[config.mk]
export PLATFORM = sky130hd
export DESIGN_NAME = fetch_unit
export DESIGN_NICKNAME = d
export VERILOG_FILES = /design/src/rtl/fetch_unit.sv
export SDC_FILE = /design/constraint.sdc
export NUM_CORES = 1
export LEC_CHECK = 0
export CELL_PAD_IN_SITES_DETAIL_PLACEMENT = 1
export CELL_PAD_IN_SITES_GLOBAL_PLACEMENT = 1
export CORE_ASPECT_RATIO = 2
export CORE_MARGIN = 3
export CORE_UTILIZATION = 36
export CTS_BUF_LIST = sky130_fd_sc_hd__clkbuf_2 sky130_fd_sc_hd__clkbuf_4 sky130_fd_sc_hd__clkbuf_8
export DETAILED_ROUTE_END_ITERATION = 7
export PLACE_DENSITY_LB_ADDON = 0.05
export SLEW_MARGIN = 20
export SYNTH_ARGS = -nofsm -noshare
export SYNTH_HDL_FRONTEND = slang
export SYNTH_SLANG_ARGS = --single-unit
[constraint.sdc]
create_clock -name clk -period 4.23 [get_ports clk]
set_clock_uncertainty 0.15 [all_clocks]
set_input_delay 0.846 -clock clk [delete_from_list [all_inputs] [get_ports clk]]
set_output_delay 0.846 -clock clk [all_outputs]
set_load 0.02 [all_outputs]
[src/rtl/fetch_unit.sv]
`default_nettype none
// ============================================================================
// Module   : fetch_unit
// Brief    : Instruction fetch stage. Owns the PC, absorbs the 1-cycle ROM
//            latency with an output register plus skid, supports redirect.
// Revision : 1.0 - initial release
// ============================================================================
module fetch_unit #(
    parameter int  DATA_LENGTH = 32,
    parameter int  MEM_LENGTH  = 32,
    localparam int ADDR_W      = $clog2(MEM_LENGTH)
) (
    input  logic                   clk,
    input  logic                   rst,
    input  logic                   run,
    input  logic                   redirect_valid,
    input  logic [ADDR_W-1:0]      redirect_addr,
    output logic [ADDR_W-1:0]      mem_address,
    input  logic [DATA_LENGTH-1:0] mem_data,
    output logic [DATA_LENGTH-1:0] instr,
    output logic [ADDR_W-1:0]      instr_pc,
    output logic                   instr_valid,
    input  logic                   instr_ready,
    output logic [ADDR_W-1:0]      pc
);

    localparam logic [ADDR_W-1:0] c_LAST = ADDR_W'(MEM_LENGTH - 1);

    typedef enum logic [1:0] {
        ST_EMPTY = 2'd0,
        ST_ONE   = 2'd1,
        ST_TWO   = 2'd2
    } occ_t;

    occ_t                   r_state;
    occ_t                   w_state_next;
    logic [ADDR_W-1:0]      r_pc;
    logic [ADDR_W-1:0]      r_pend_pc;
    logic                   r_pending;
    logic [DATA_LENGTH-1:0] r_instr;
    logic [ADDR_W-1:0]      r_instr_pc;
    logic [DATA_LENGTH-1:0] r_skid_data;
    logic [ADDR_W-1:0]      r_skid_pc;

    logic                   w_out_valid;
    logic                   w_skid_valid;
    logic                   w_consume;
    logic                   w_arrive;
    logic                   w_issue;
    logic                   w_load_out_mem;
    logic                   w_load_out_skid;
    logic                   w_load_skid;
    logic [ADDR_W-1:0]      w_next_pc;
    logic [ADDR_W-1:0]      w_redirect_pc;

    // Occupancy state is the single source of truth for both valid bits.
    assign w_out_valid  = (r_state != ST_EMPTY);
    assign w_skid_valid = (r_state == ST_TWO);
    assign w_consume    = w_out_valid && instr_ready;
    assign w_arrive     = r_pending && !redirect_valid;

    // Holding back issue while the output stalls with a word in flight keeps
    // the skid from ever being needed twice.
    assign w_issue = run && !redirect_valid && !w_skid_valid &&
                     !(w_out_valid && !instr_ready && r_pending);

    assign w_load_out_mem  = w_arrive && ((r_state == ST_EMPTY) ||
                                          ((r_state == ST_ONE) && w_consume));
    assign w_load_out_skid = !redirect_valid && w_skid_valid && w_consume;
    assign w_load_skid     = w_arrive && (r_state == ST_ONE) && !w_consume;

    assign w_next_pc = (r_pc == c_LAST) ? '0 : r_pc + ADDR_W'(1);

    generate
        if (MEM_LENGTH < (1 << ADDR_W)) begin : g_clamp
            assign w_redirect_pc = (redirect_addr > c_LAST) ? '0 : redirect_addr;
        end else begin : g_no_clamp
            assign w_redirect_pc = redirect_addr;
        end
    endgenerate

    always_ff @(posedge clk or posedge rst) begin
        if (rst) begin
            r_state <= ST_EMPTY;
        end else begin
            r_state <= w_state_next;
        end
    end

    always_comb begin
        w_state_next = r_state;
        if (redirect_valid) begin
            w_state_next = ST_EMPTY;
        end else begin
            case (r_state)
                ST_EMPTY: if (w_arrive) w_state_next = ST_ONE;
                ST_ONE: begin
                    if (w_arrive && !w_consume) begin
                        w_state_next = ST_TWO;
                    end else if (!w_arrive && w_consume) begin
                        w_state_next = ST_EMPTY;
                    end
                end
                ST_TWO:   if (w_consume) w_state_next = ST_ONE;
                default:  w_state_next = ST_EMPTY;
            endcase
        end
    end

    always_ff @(posedge clk or posedge rst) begin
        if (rst) begin
            r_pc        <= '0;
            r_pend_pc   <= '0;
            r_pending   <= 1'b0;
            r_instr     <= '0;
            r_instr_pc  <= '0;
            r_skid_data <= '0;
            r_skid_pc   <= '0;
        end else begin
            r_pending <= w_issue;
            if (redirect_valid) begin
                r_pc <= w_redirect_pc;
            end else if (w_issue) begin
                r_pc      <= w_next_pc;
                r_pend_pc <= r_pc;
            end

            if (w_load_out_skid) begin
                r_instr    <= r_skid_data;
                r_instr_pc <= r_skid_pc;
            end else if (w_load_out_mem) begin
                r_instr    <= mem_data;
                r_instr_pc <= r_pend_pc;
            end

            if (w_load_skid) begin
                r_skid_data <= mem_data;
                r_skid_pc   <= r_pend_pc;
            end
        end
    end

    assign mem_address = r_pc;
    assign pc          = r_pc;
    assign instr       = r_instr;
    assign instr_pc    = r_instr_pc;
    assign instr_valid = w_out_valid;

endmodule
`default_nettype wire

; ---- After elaboration in Yosys (flattened, before gate mapping)
; Cells that the tools add are included.
[word_totals]
word_cells = 57
reg_bits = 87
inputBits = 42
out_inout_bits = 48
[op_classes]
bitwise_logic = 1
n_mux = 13
eq_ne = 6
addsub = 1
n_reduce_logical = 28
[op_table]
columns = operator, n
row1 = 32-bit two-way mux, 2
row2 = 5-bit two-way mux, 5
row3 = 1-bit logical AND, 15
row4 = 2-bit two-way mux, 5
row5 = 1-bit logical NOT, 6
row6 = 2-bit one-hot mux with 3 select lines, 1
row7 = 2-bit nonzero test, 3
row8 = 5-bit by 1-bit adder with 5-bit output (second input constant), 1
row9 = 5-bit equality test (second input constant), 1
row10 = 4-bit by 2-bit inequality test with 1-bit output (second input constant), 1
row11 = 3-bit by 2-bit inequality test with 1-bit output (second input constant), 1
row12 = 3-bit inequality test (second input constant), 1
row13 = 3-bit AND reduction, 1
row14 = 2-bit by 1-bit equality test with 1-bit output (second input constant), 1
row15 = 2-bit equality test (second input constant), 1
row16 = 2-bit logical NOT, 1
row17 = 2-bit AND reduction, 1
row18 = 1-bit logical OR, 1
row19 = 1-bit NOT, 1

; ---- Longest topological paths before layout
; Gate-level depths: netlist of the first run.
[depth]
ltp_word = 8
depth_mapped = 6
depth_no_buf = 6

; ---- Worst setup path before layout of the first run
; No wires, ideal clock.
[synth_timing]
kind = in2reg
from = in redirect_valid
to = reg r_instr[0], in the netlist instr[0]
path_stages = 5
t_arrival_ns = 1.787
required_ns = 3.961
setup_time_ns = 0.119
path_buffers = 1
setup_slack_ns = 2.173
path_cell_list = nand2b_1 -> nor2_4 -> buf_6 -> mux2i_1 -> o21ai_2
[synth_via]
elab_chain_cells = 4
word_cells_on_any_way = 7
cone_classes = mux: 1 / reduce/logical: 6
[synth_rtl]
columns = element, line
row1 = "start, declared", 16  ; input logic redirect_valid,
row2 = 1-bit logical NOT (*), "60, 69"
row3 = "1-bit logical AND, on equally long branches", "69, 60"
row4 = "1-bit logical AND, on equally long branches", "69, 67"
row5 = 32-bit two-way mux / 2-bit nonzero test (equally long branches), n/a
row6 = "end signal, assigned", 129  ; r_instr <= r_skid_data;
row7 = "end signal, assigned", 132  ; r_instr <= mem_data;
row8 = "end, declared", 40  ; logic [DATA_LENGTH-1:0] r_instr;
; Every way passes the cells marked *; elsewhere a longest branch is shown, timed or not.
; A chain may end at the register's enable or synchronous reset.

; ---- Worst setup path after layout of the first run
[layout_timing]
from = in redirect_valid
to = reg r_instr[27], in the netlist instr[27]
; The elaborated chain is that of the path after synthesis.

==> results of run 1 <==
## power by group through the flow
stage          logic, mW  clock network (mW)  registers (mW)
3_5_place_dp       0.619                   0            1.12
5_1_grt            0.659               0.775            1.13
4_1_cts            0.621               0.737            1.10
2_1_floorplan      0.240                   0            1.20
3_3_place_gp       0.602                   0            1.11
6_report           0.607               0.713            1.10
## final timing paths
| kind | from | endpoint | slack (ps) | depth (start not counted) |
|---|---|---|---|---|
| max reg2reg | mem_address[0] | mem_address[2] | 2160 | 5 |
| min | instr[2] | instr[2] | 330 | 2 |
| max | redirect_valid | instr[27] | 1370 | 6 |
| max in group asynchronous | rst | instr[8] | 2770 | 3 |
| min reg2reg | instr[2] | instr[2] | 330 | 2 |
| min in group asynchronous | rst | instr[22] | 700 | 3 |
## worst min-delay path, stage by stage, from the launching register on
cell and delay (ps):
dfrtp_1 350, nand2_1 60, o21ai_2 50
## state kept, by name (all words and copies together), names as in the netlist
name and count:
mem_address 5, r_state 2, instr_pc 5, instr 32, r_pend_pc 5, r_skid_pc 5, r_skid_data 32, r_pending 1
## cells in the final DEF (no fill, tap or decap), drive strengths merged, types with 5 or more instances in the layout
cell type / instances
dfrtp: 87
clkdlybuf4s50: 89
mux2i: 39
nor2: 7
nand2: 38
mux2: 42
clkbuf: 11
o21ai: 39
buf: 5
## layer usage
metal | GRT usage (%) | wire [um] | vias up | share of wire (%)
met5 | 0 | 0 | - | 0
met4 | 6.930 | 197 | 0 | 2.3
met1 | 16.50 | 3348 | 1296 | 39
met3 | 3.576 | 341 | 14 | 4.0
li1 | - | - | 1239 | -
met2 | 26.31 | 4691 | 58 | 55
## metrics by stage
| step | hold slack [ps] | worst slack, ps | utilization, % |
|---|---|---|---|
| 2_1_floorplan | 307.9 | 983.8 | - |
| 3_3_place_gp | 311.5 | 999.0 | 46.07 |
| 3_5_place_dp | 315.8 | 963.7 | 46.07 |
| 4_1_cts | 336.8 | 1360 | 48.43 |
| 5_1_grt | 362.9 | 1237 | 48.43 |
| 6_report | 334.4 | 1368 | 48.43 |
## layout make-up
class | instances | area, um^2 | area share (%)
clock buffers | 11 | 145.1 | 2.824
repair buffers | 94 | 965.9 | 18.80
flip-flops and latches | 87 | 2177 | 42.37
well taps | 137 | 171.4 | 3.336
clock inverters | 5 | 105.1 | 2.045
multi-input cells | 194 | 1565 | 30.46
inverters | 2 | 8.758 | 0.1704
## logic make-up after synthesis
kind of cell | after synthesis | synth area share [%]
multiplexers | 81 | 21.88
adder cells (fa/ha/maj) | 2 | 0.6342
flip-flops | 87 | 55.19
buffers and inverters | 24 | 5.392
AND/OR/NAND/NOR | 59 | 7.390
AO/OA/AOI/OAI | 52 | 9.515
==> impl_metrics.py, run 1 <==
metrics = {
    "setup_path": {
        "crit_required_ps": 4330,
        "crit_fanout": 24,
        "critPathKind": "in -> reg",
        "crit_arrival_ps": 2960,
        "crit_path_cell_trace": "clkdlybuf4s50_1 > nand2b_1 > nor2_4 > buf_12 > mux2i_1 > o21ai_2",
        "end_kind": "flop",
        "cpPeakStageDelay_ps": 680,
        "critPathSlowestCell": "clkdlybuf4s50_1",
        "cp.buffers_inverters": 2,
        "cp_top_family": "buffers and inverters",
        "cp-start-kind": "input port",
    },
    "drt": {
        "drt_wl_total_mm": 8.577,
        "wl_per_cell_um": 16.18,
        "drt_first_pass_iters": 4,
        "drt_iter0_markers": 66,
        "via_per_inst": 4.919,
        "drtAntennaViolNets": 0,
        "drc": 0,
        "via_count": 2607,
    },
    "clock_network": {
        "cts_tree": "yes",
        "cts_buffer_depth": 2,
        "post_cts_buffers": 0,
        "post_cts_resize_count": 0,
        "cts_buffers": 9,
        "postCtsHoldBufs": 0,
        "clkSinkCount": 87,
        "htree_levels": 3,
        "clkTransAtPathRegs_ps": 90,
        "clk_latency_ps": 350,
        "root_buffer": "clkbuf_8",
    },
    "pwr": {
        "p_int_mw": 1.727,
        "pwr-share-seq_pct": 45.4,
        "pwr-share-clk_pct": 29.5,
        "swShare_pct": 28.59,
        "power.density_mw_per_mm2": 470.6,
        "pwr-share-comb_pct": 25.1,
        "p_total_mw": 2.418,
        "p_sw_mw": 0.6913,
        "peakVddDrop_uv": 204.6,
        "p_leak_nw": 2.188,
    },
    "die": {
        "floorplan.die.height_um": 154.0,
        "die-area_mm2": 0.01233,
        "initial_core_util_pct": 37.18,
        "pin_count": 90,
        "core_mm2": 0.01061,
        "die_w_um": 80.02,
        "rows": 53,
    },
    "cells_and_area": {
        "fin_area_mm2": 0.005139,
        "finalNetCount": 432,
        "layout.cells.non_filler": 530,
        "drive_gt1_share_pct": 17.56,
        "syn_to_final_growth_pct": 30.26,
        "fillCellCount": 1112,
        "diodes": 0,
    },
    "min_path": {
        "min_path_type": "reg -> reg",
    },
    "placed_design": {
        "postPlaceCellArea_mm2": 0.004888,
        "dp.final_hpwl_mm": 5.976,
        "place.gp.congestion": 0.7035,
        "io_buffers": 89,
        "place_inst": 514,
    },
    "timing": {
        "tns_ps": 0,
        "hold_viol": 0,
        "rsz0062_at_grt": "no",
        "setup_viol": 0,
        "slew_viol_final": 0,
        "period_minus_slack_ps": 2862,
        "relSlewSlack_pct": 62.78,
        "finalCritPeriodShare_pct": 67.66,
        "max_slew.worst_pin.slew_ps": 556.9,
        "fmax_mhz": 349.4,
    },
    "logic_synthesis": {
        "synth_top_area_share_pct": 55.19,
        "synth_area_leaders": "dfrtp_1 (55%), mux2i_1 (9.9%), mux2_1 (6.9%)",
        "synth_edf_count": 0,
        "ys_seq_elements": 87,
        "synth_area_mm2": 0.003945,
        "yosysTopAreaCell": "dfrtp_1",
        "synthDistinctLibCells": 36,
        "synth.most_common_cell": "dfrtp_1",
        "synth.yosys.seq_area_share_pct": 55.19,
        "async_flop_share_pct": 100.0,
        "syn_nets": 349,
        "synth_common_cells": "dfrtp_1 (87), mux2i_1 (39), nand2_1 (38)",
        "synth_warnings": 0,
        "syn_avg_cell_area_um2": 12.93,
        "syn_inst": 305,
        "synth_ff_type": "dfrtp_1",
    },
    "job": {
        "maxCapViolCount": 0,
    },
    "global_route": {
        "antenna_found_initial": 0,
        "grt_remaining_overflow": 0,
        "grt_util_all_layers_pct": 14.95,
        "grt_max_degree": 88,
        "grt_pass1_wl_mm": 14.14,
        "grt_pass1_vias": 2803,
    },
    "outcome": {
        "status": "finished, final reports clean",
    },
}
Note: power is estimated with default switching activity, not from simulation.
==> inputs of run 2 (changes only) <==
==> constraint.sdc (replaced) <==
create_clock -name clk -period 2.8 [get_ports clk]
set_clock_uncertainty 0.15 [all_clocks]
set_input_delay 0.56 -clock clk [delete_from_list [all_inputs] [get_ports clk]]
set_output_delay 0.56 -clock clk [all_outputs]
set_load 0.02 [all_outputs]
==> run 2 against run 1 <==
Against the previous run: combinational power grew 51%; hold slack lost 1.2 ps; non-clock buffer count is 2 higher; via count fell by 0.19%; total power up 43%; global-route usage is 0.22 points lower; highest routed layer unchanged; critical path type is now reg -> out; clock power is 24% higher.
==> impl_metrics.py, run 2 (synthesized netlist as in run 1, its figures left out) <==
metrics = {
    "outcome": {
        "status": "finished, final reports clean",
    },
    "clock_network": {
        "htree_levels": 3,
        "clkTransAtPathRegs_ps": 90,
        "root_buffer": "clkbuf_8",
        "clk_latency_ps": 350,
        "cts_buffers": 9,
        "cts_tree": "yes",
        "clkSinkCount": 87,
        "cts_buffer_depth": 2,
        "post_cts_buffers": 0,
        "post_cts_resize_count": 0,
        "postCtsHoldBufs": 0,
    },
    "global_route": {
        "grt_util_all_layers_pct": 14.72,
        "grt_remaining_overflow": 0,
        "grt_max_degree": 88,
        "grt_pass1_vias": 2818,
        "antenna_found_initial": 0,
        "grt_pass1_wl_mm": 14.07,
    },
    "die": {
        "pin_count": 90,
        "initial_core_util_pct": 37.18,
        "rows": 53,
        "floorplan.die.height_um": 154.0,
        "die_w_um": 80.02,
        "core_mm2": 0.01061,
        "die-area_mm2": 0.01233,
    },
    "drt": {
        "wl_per_cell_um": 15.89,
        "via_count": 2602,
        "drt_first_pass_iters": 5,
        "drt_iter0_markers": 94,
        "drt_wl_total_mm": 8.438,
        "via_per_inst": 4.900,
        "drc": 0,
        "drtAntennaViolNets": 0,
    },
    "setup_path": {
        "r2r-end": "mem_address[2]",
        "worstRegToRegCells": 5,
        "critPathKind": "reg -> out",
        "critPathSlowestCell": "clkdlybuf4s50_1",
        "cp.depth": 2,
        "crit_arrival_ps": 1660,
        "cp_top_family": "buffers and inverters",
        "cp.buffers_inverters": 1,
        "crit_required_ps": 2090,
        "cpPeakStageDelay_ps": 540,
        "r2r-start": "mem_address[0]",
        "crit_fanout": 8,
        "crit_path_cell_trace": "or2_2 > clkdlybuf4s50_1",
        "cp-start-kind": "flop",
        "end_kind": "output port",
        "rrSetupSlack_ps": 710,
    },
    "cells_and_area": {
        "drive_gt1_share_pct": 17.77,
        "fillCellCount": 1137,
        "diodes": 0,
        "syn_to_final_growth_pct": 29.65,
        "final_cell_mix": "clkdlybuf4s50_1 (89), dfrtp_1 (87), mux2i_1 (39)",
        "final_common_cell": "clkdlybuf4s50_1",
        "fin_area_mm2": 0.005115,
        "finalNetCount": 434,
        "layout.cells.non_filler": 531,
    },
    "min_path": {
        "min_from": "instr[13]",
        "min_path_type": "reg -> reg",
        "holdPathStages": 2,
        "holdPathEnd": "instr[13]",
    },
    "job": {
        "maxCapViolCount": 0,
    },
    "timing": {
        "fmax_mhz": 422.6,
        "max_slew.worst_pin.slew_ps": 488.5,
        "hold_viol": 0,
        "finalCritPeriodShare_pct": 84.50,
        "slew_viol_final": 0,
        "rsz0062_at_grt": "no",
        "relSlewSlack_pct": 67.43,
        "tns_ps": 0,
        "setup_viol": 0,
        "period_minus_slack_ps": 2366,
    },
    "pwr": {
        "peakVddDrop_uv": 290.1,
        "p_leak_nw": 2.180,
        "power.density_mw_per_mm2": 677.0,
    },
    "placed_design": {
        "place_inst": 516,
        "io_buffers": 89,
        "postPlaceCellArea_mm2": 0.004918,
        "dp.final_hpwl_mm": 5.838,
        "place.gp.congestion": 0.6867,
    },
}
## run 2: cell types whose count changed in the layout (fill, tap and decap cells not counted)
| cell | change |
|---|---|
| buf_12 | +1 |
| bufinv_16 | -2 |
| buf_4 | +1 |
| clkbuf_4 | +1 |
| clkinvlp_4 | -1 |
| clkinv_4 | +1 |
## run 2: how the worst max path moves through the flow
stage | start | to
6_report | r_state[0] | instr_valid
4_1_cts | r_state[0] | instr_valid
3_5_place_dp | instr_ready | r_pend_pc[0]
2_1_floorplan | mem_address[0] | mem_address[2]
5_1_grt | r_state[1] | instr_valid
3_3_place_gp | instr_ready | r_pend_pc[0]
## run 2: worst register-to-register path, cell delays in order, from the launching register on
cell and delay [ps]:
dfrtp_1 470, ha_1 280, and3_1 190, ha_1 240, or4b_1 520, a31oi_1 170
## run 2: through the flow
step | total power, mW | worst slack, ps | utilization [%] | hold slack [ps]
floorplan | 2.179 | 788.3 | - | 307.9
global placement | 2.590 | 322.8 | 46.36 | 311.5
detailed placement | 2.630 | 289.4 | 46.36 | 320.2
CTS | 3.524 | 406.0 | 48.21 | 341.2
global route | 3.676 | 349.4 | 48.21 | 361.0
finish | 3.463 | 433.9 | 48.21 | 333.2
## run 2: per-layer routing
metal | GRT usage, % | up-vias | part of all wire [%]
li1 | - | 1234 | -
met1 | 17.16 | 1303 | 40
met2 | 25.59 | 60 | 54
met3 | 3.869 | 5 | 4.3
met4 | 5.077 | 0 | 1.1
met5 | 0 | - | 0
## run 2: cell type report
type	instances	area [um^2]	share of cell area, %
timing repair buffer	96	993.5	19.42
clock buffer	12	152.6	2.984
tap	137	171.4	3.351
clock inverter	3	43.79	0.8562
inverter	2	11.26	0.2202
multi-input combinational	194	1565	30.60
sequential	87	2177	42.56
## run 2: where the power goes
group | total [mW] | switching [mW] | internal (mW)
clock | 0.885 | 0.432 | 0.453
sequential | 1.66 | 0.153 | 1.51
combinational | 0.917 | 0.441 | 0.476
total | 3.46 | 1.03 | 2.44
==> RTL edit (settings of run 1) <==
Change the parameter `MEM_LENGTH` from 32 to 16.
--- a/src/rtl/fetch_unit.sv
+++ b/src/rtl/fetch_unit.sv
@@ -7,7 +7,7 @@
 // ============================================================================
 module fetch_unit #(
     parameter int  DATA_LENGTH = 32,
-    parameter int  MEM_LENGTH  = 32,
+    parameter int  MEM_LENGTH  = 16,
     localparam int ADDR_W      = $clog2(MEM_LENGTH)
 ) (
     input  logic                   clk,
Interface: changed (resized instr_pc, mem_address, pc and redirect_addr); port bits go from 90 to 86. No check against the original RTL was run, so the function may have changed too.
==> RTL edit against run 1 <==
  * Critical path type unchanged
  * Sequential cell count fell by 4
  * Sequential share of layout area rose by 1.1 points
  * Cell count fell by 3.4%
  * Total power fell by 7.9%
  * Setup slack improved by 13 ps
  * Via count fell by 5.1%
  * Area after synthesis fell by 8.9%
  * Non-clock buffer count fell by 5
  * First-iteration DRC count rose by 30%
  * Cell area fell by 7.0%
  * Largest power group unchanged
  * Die area fell by 8.4%
  * Hold slack barely moved
  * Routed wire length fell by 7.8%
==> RTL edit: results (changes against run 1) <==
metric,value,unit,change
Wirelength per Cell,15.44,µm,-4.6%
synth top area cells,"dfrtp_1 58%, mux2_2 11%, mux2i_1 11%",,
post-synth cell types,36,,unchanged
Iteration-0 DRC Markers,86,,+30%
CP top delay family,buffers and inverters,,
pin count of the biggest net entering global routing,76,,-14%
Worst VDD drop,0.1735,mV,-15%
run status,finished clean,,
vias in the first global route,2768,,-1.2%
critical-path maximum fanout,36,,+50%
"Arr. time, crit path",2920,ps,-40 ps
IO buf count,85,,-4.5%
All-Layer GR Usage,15.31,%,+0.36 points
GR Layer Usage met2,27.27,%,+0.97 points
Synth Net Count,336,,-3.7%
Final nets,417,,-3.5%
Max clock buf depth,2,,unchanged
Synth async-reset ratio,100.0,%,unchanged
"Seq/Total Area, Yosys",57.78,%,+2.6 points
met3 Track Usage GR,2.761,%,-0.81 points
Compound-Gate Fraction of Synth Area,6.961,%,-2.6 points
Slew Limit Headroom,56.58,%,-6.2 points
Filler cells,1057,,-4.9%
Post-Synth Adder-Cell Area,0.3481,%,-0.29 points
cell area after placement,0.004546,mm²,-7.0%
Post-CTS Resized,0,,unchanged
Worst path max stage delay,680,ps,about the same
number of post-CTS setup repair buffers,0,,unchanged
DP Worst Slack,1009,ps,+45.21 ps
layout cells sized above 1,16.05,%,-1.5 points
Pre-antenna DRT Iters,4,,unchanged
Post-synth top cells,"83 x dfrtp_1, 49 x nand2_1, 38 x mux2i_1",,
first-pass GRT wire length,13720,µm,-2.9%
met1 GRT Util,17.39,%,+0.89 points
clk slew on worst S/H paths,80,ps,
multiplexer share of the synthesized area,21.86,%,-0.025 points
final hold violations,0,,unchanged
initial antenna violation count,0,,unchanged
Via Count,2474,,-5.1%
DP HPWL,5357,µm,-10%
xor-xnor portion of the synthesized cell area,0.2436,%,+0.24 points
ANT cells,0,,unchanged
Most used DFF post-synth,dfrtp_1,,
leakage,2.026,nW,-7.4%
number of H-tree levels,3,,unchanged
RePlAce Congestion,0.7055,,+0.28%
Hold WC Path Type,flip-flop to flip-flop,,
Worst path slowest cell,clkdlybuf4s50_1,,
root buf cell,clkbuf_8,,
yosys warns,0,,unchanged
clk_lat worst skew,350,ps,about the same
Post-DRT Antenna Nets,0,,unchanged
cts bufs inserted,9,,unchanged
-- RTL edit: path summary, 6_finish.rpt --
kind | from | endpoint | slack, ps | cells after the start
worst min-delay path | instr[22] | instr[22] | 330 | 2
max in group asynchronous | rst | instr[27] | 2740 | 3
worst max register to register | r_state[0] | instr[31] | 2170 | 5
worst max-delay path | redirect_valid | instr[31] | 1380 | 6
worst min register to register | instr[22] | instr[22] | 330 | 2
min in group asynchronous | rst | instr[3] | 560 | 2
-- RTL edit: layer usage --
layer / share of wire [%] / vias to the layer above
met2: 54 / 58
li1: - / 1175
met4: 2.2 / 0
met3: 2.9 / 11
met1: 41 / 1230
met5: 0 / -
-- RTL edit: power by group --
| group | total, mW | leakage, nW | internal, mW | switching, mW |
|---|---|---|---|---|
| clock network | 0.649 | 0.116 | 0.371 | 0.278 |
| logic | 0.539 | 0.848 | 0.284 | 0.256 |
| registers | 1.04 | 1.06 | 0.946 | 0.0932 |
-- RTL edit: kinds of logic after synthesis --
kind of cell	count (synthesis)
and+or+nand+nor	69
muxes	74
adders and majority gates	1
xor gates and xnor gates	1
buffers and inverters	21
DFF	83
AOI/OAI and AO/OA	45
-- RTL edit: cell type report --
cell class	count	area share [%]
multi-input combinational	190	29.07
clock buffer	12	3.326
inverter	2	0.1833
sequential	83	43.48
clock inverter	4	1.519
timing repair buffer	89	18.96
tap	132	3.457
-- RTL edit: metrics by stage --
stage	power, mW	util, %	cells	hold slack, ps
after detailed placement	1.609	46.56	496	324.5
after global routing	2.361	48.93	512	373.7
final	2.228	48.93	512	334.4
after floorplan	1.328	-	294	307.9
after CTS	2.269	48.93	512	344.4
after global placement	1.589	46.56	496	316.2
-- RTL edit: worst min-delay path: stages, from the launching register on --
cell	delay (ps)
dfrtp_1	350
nand2_1	50
o21ai_1	60
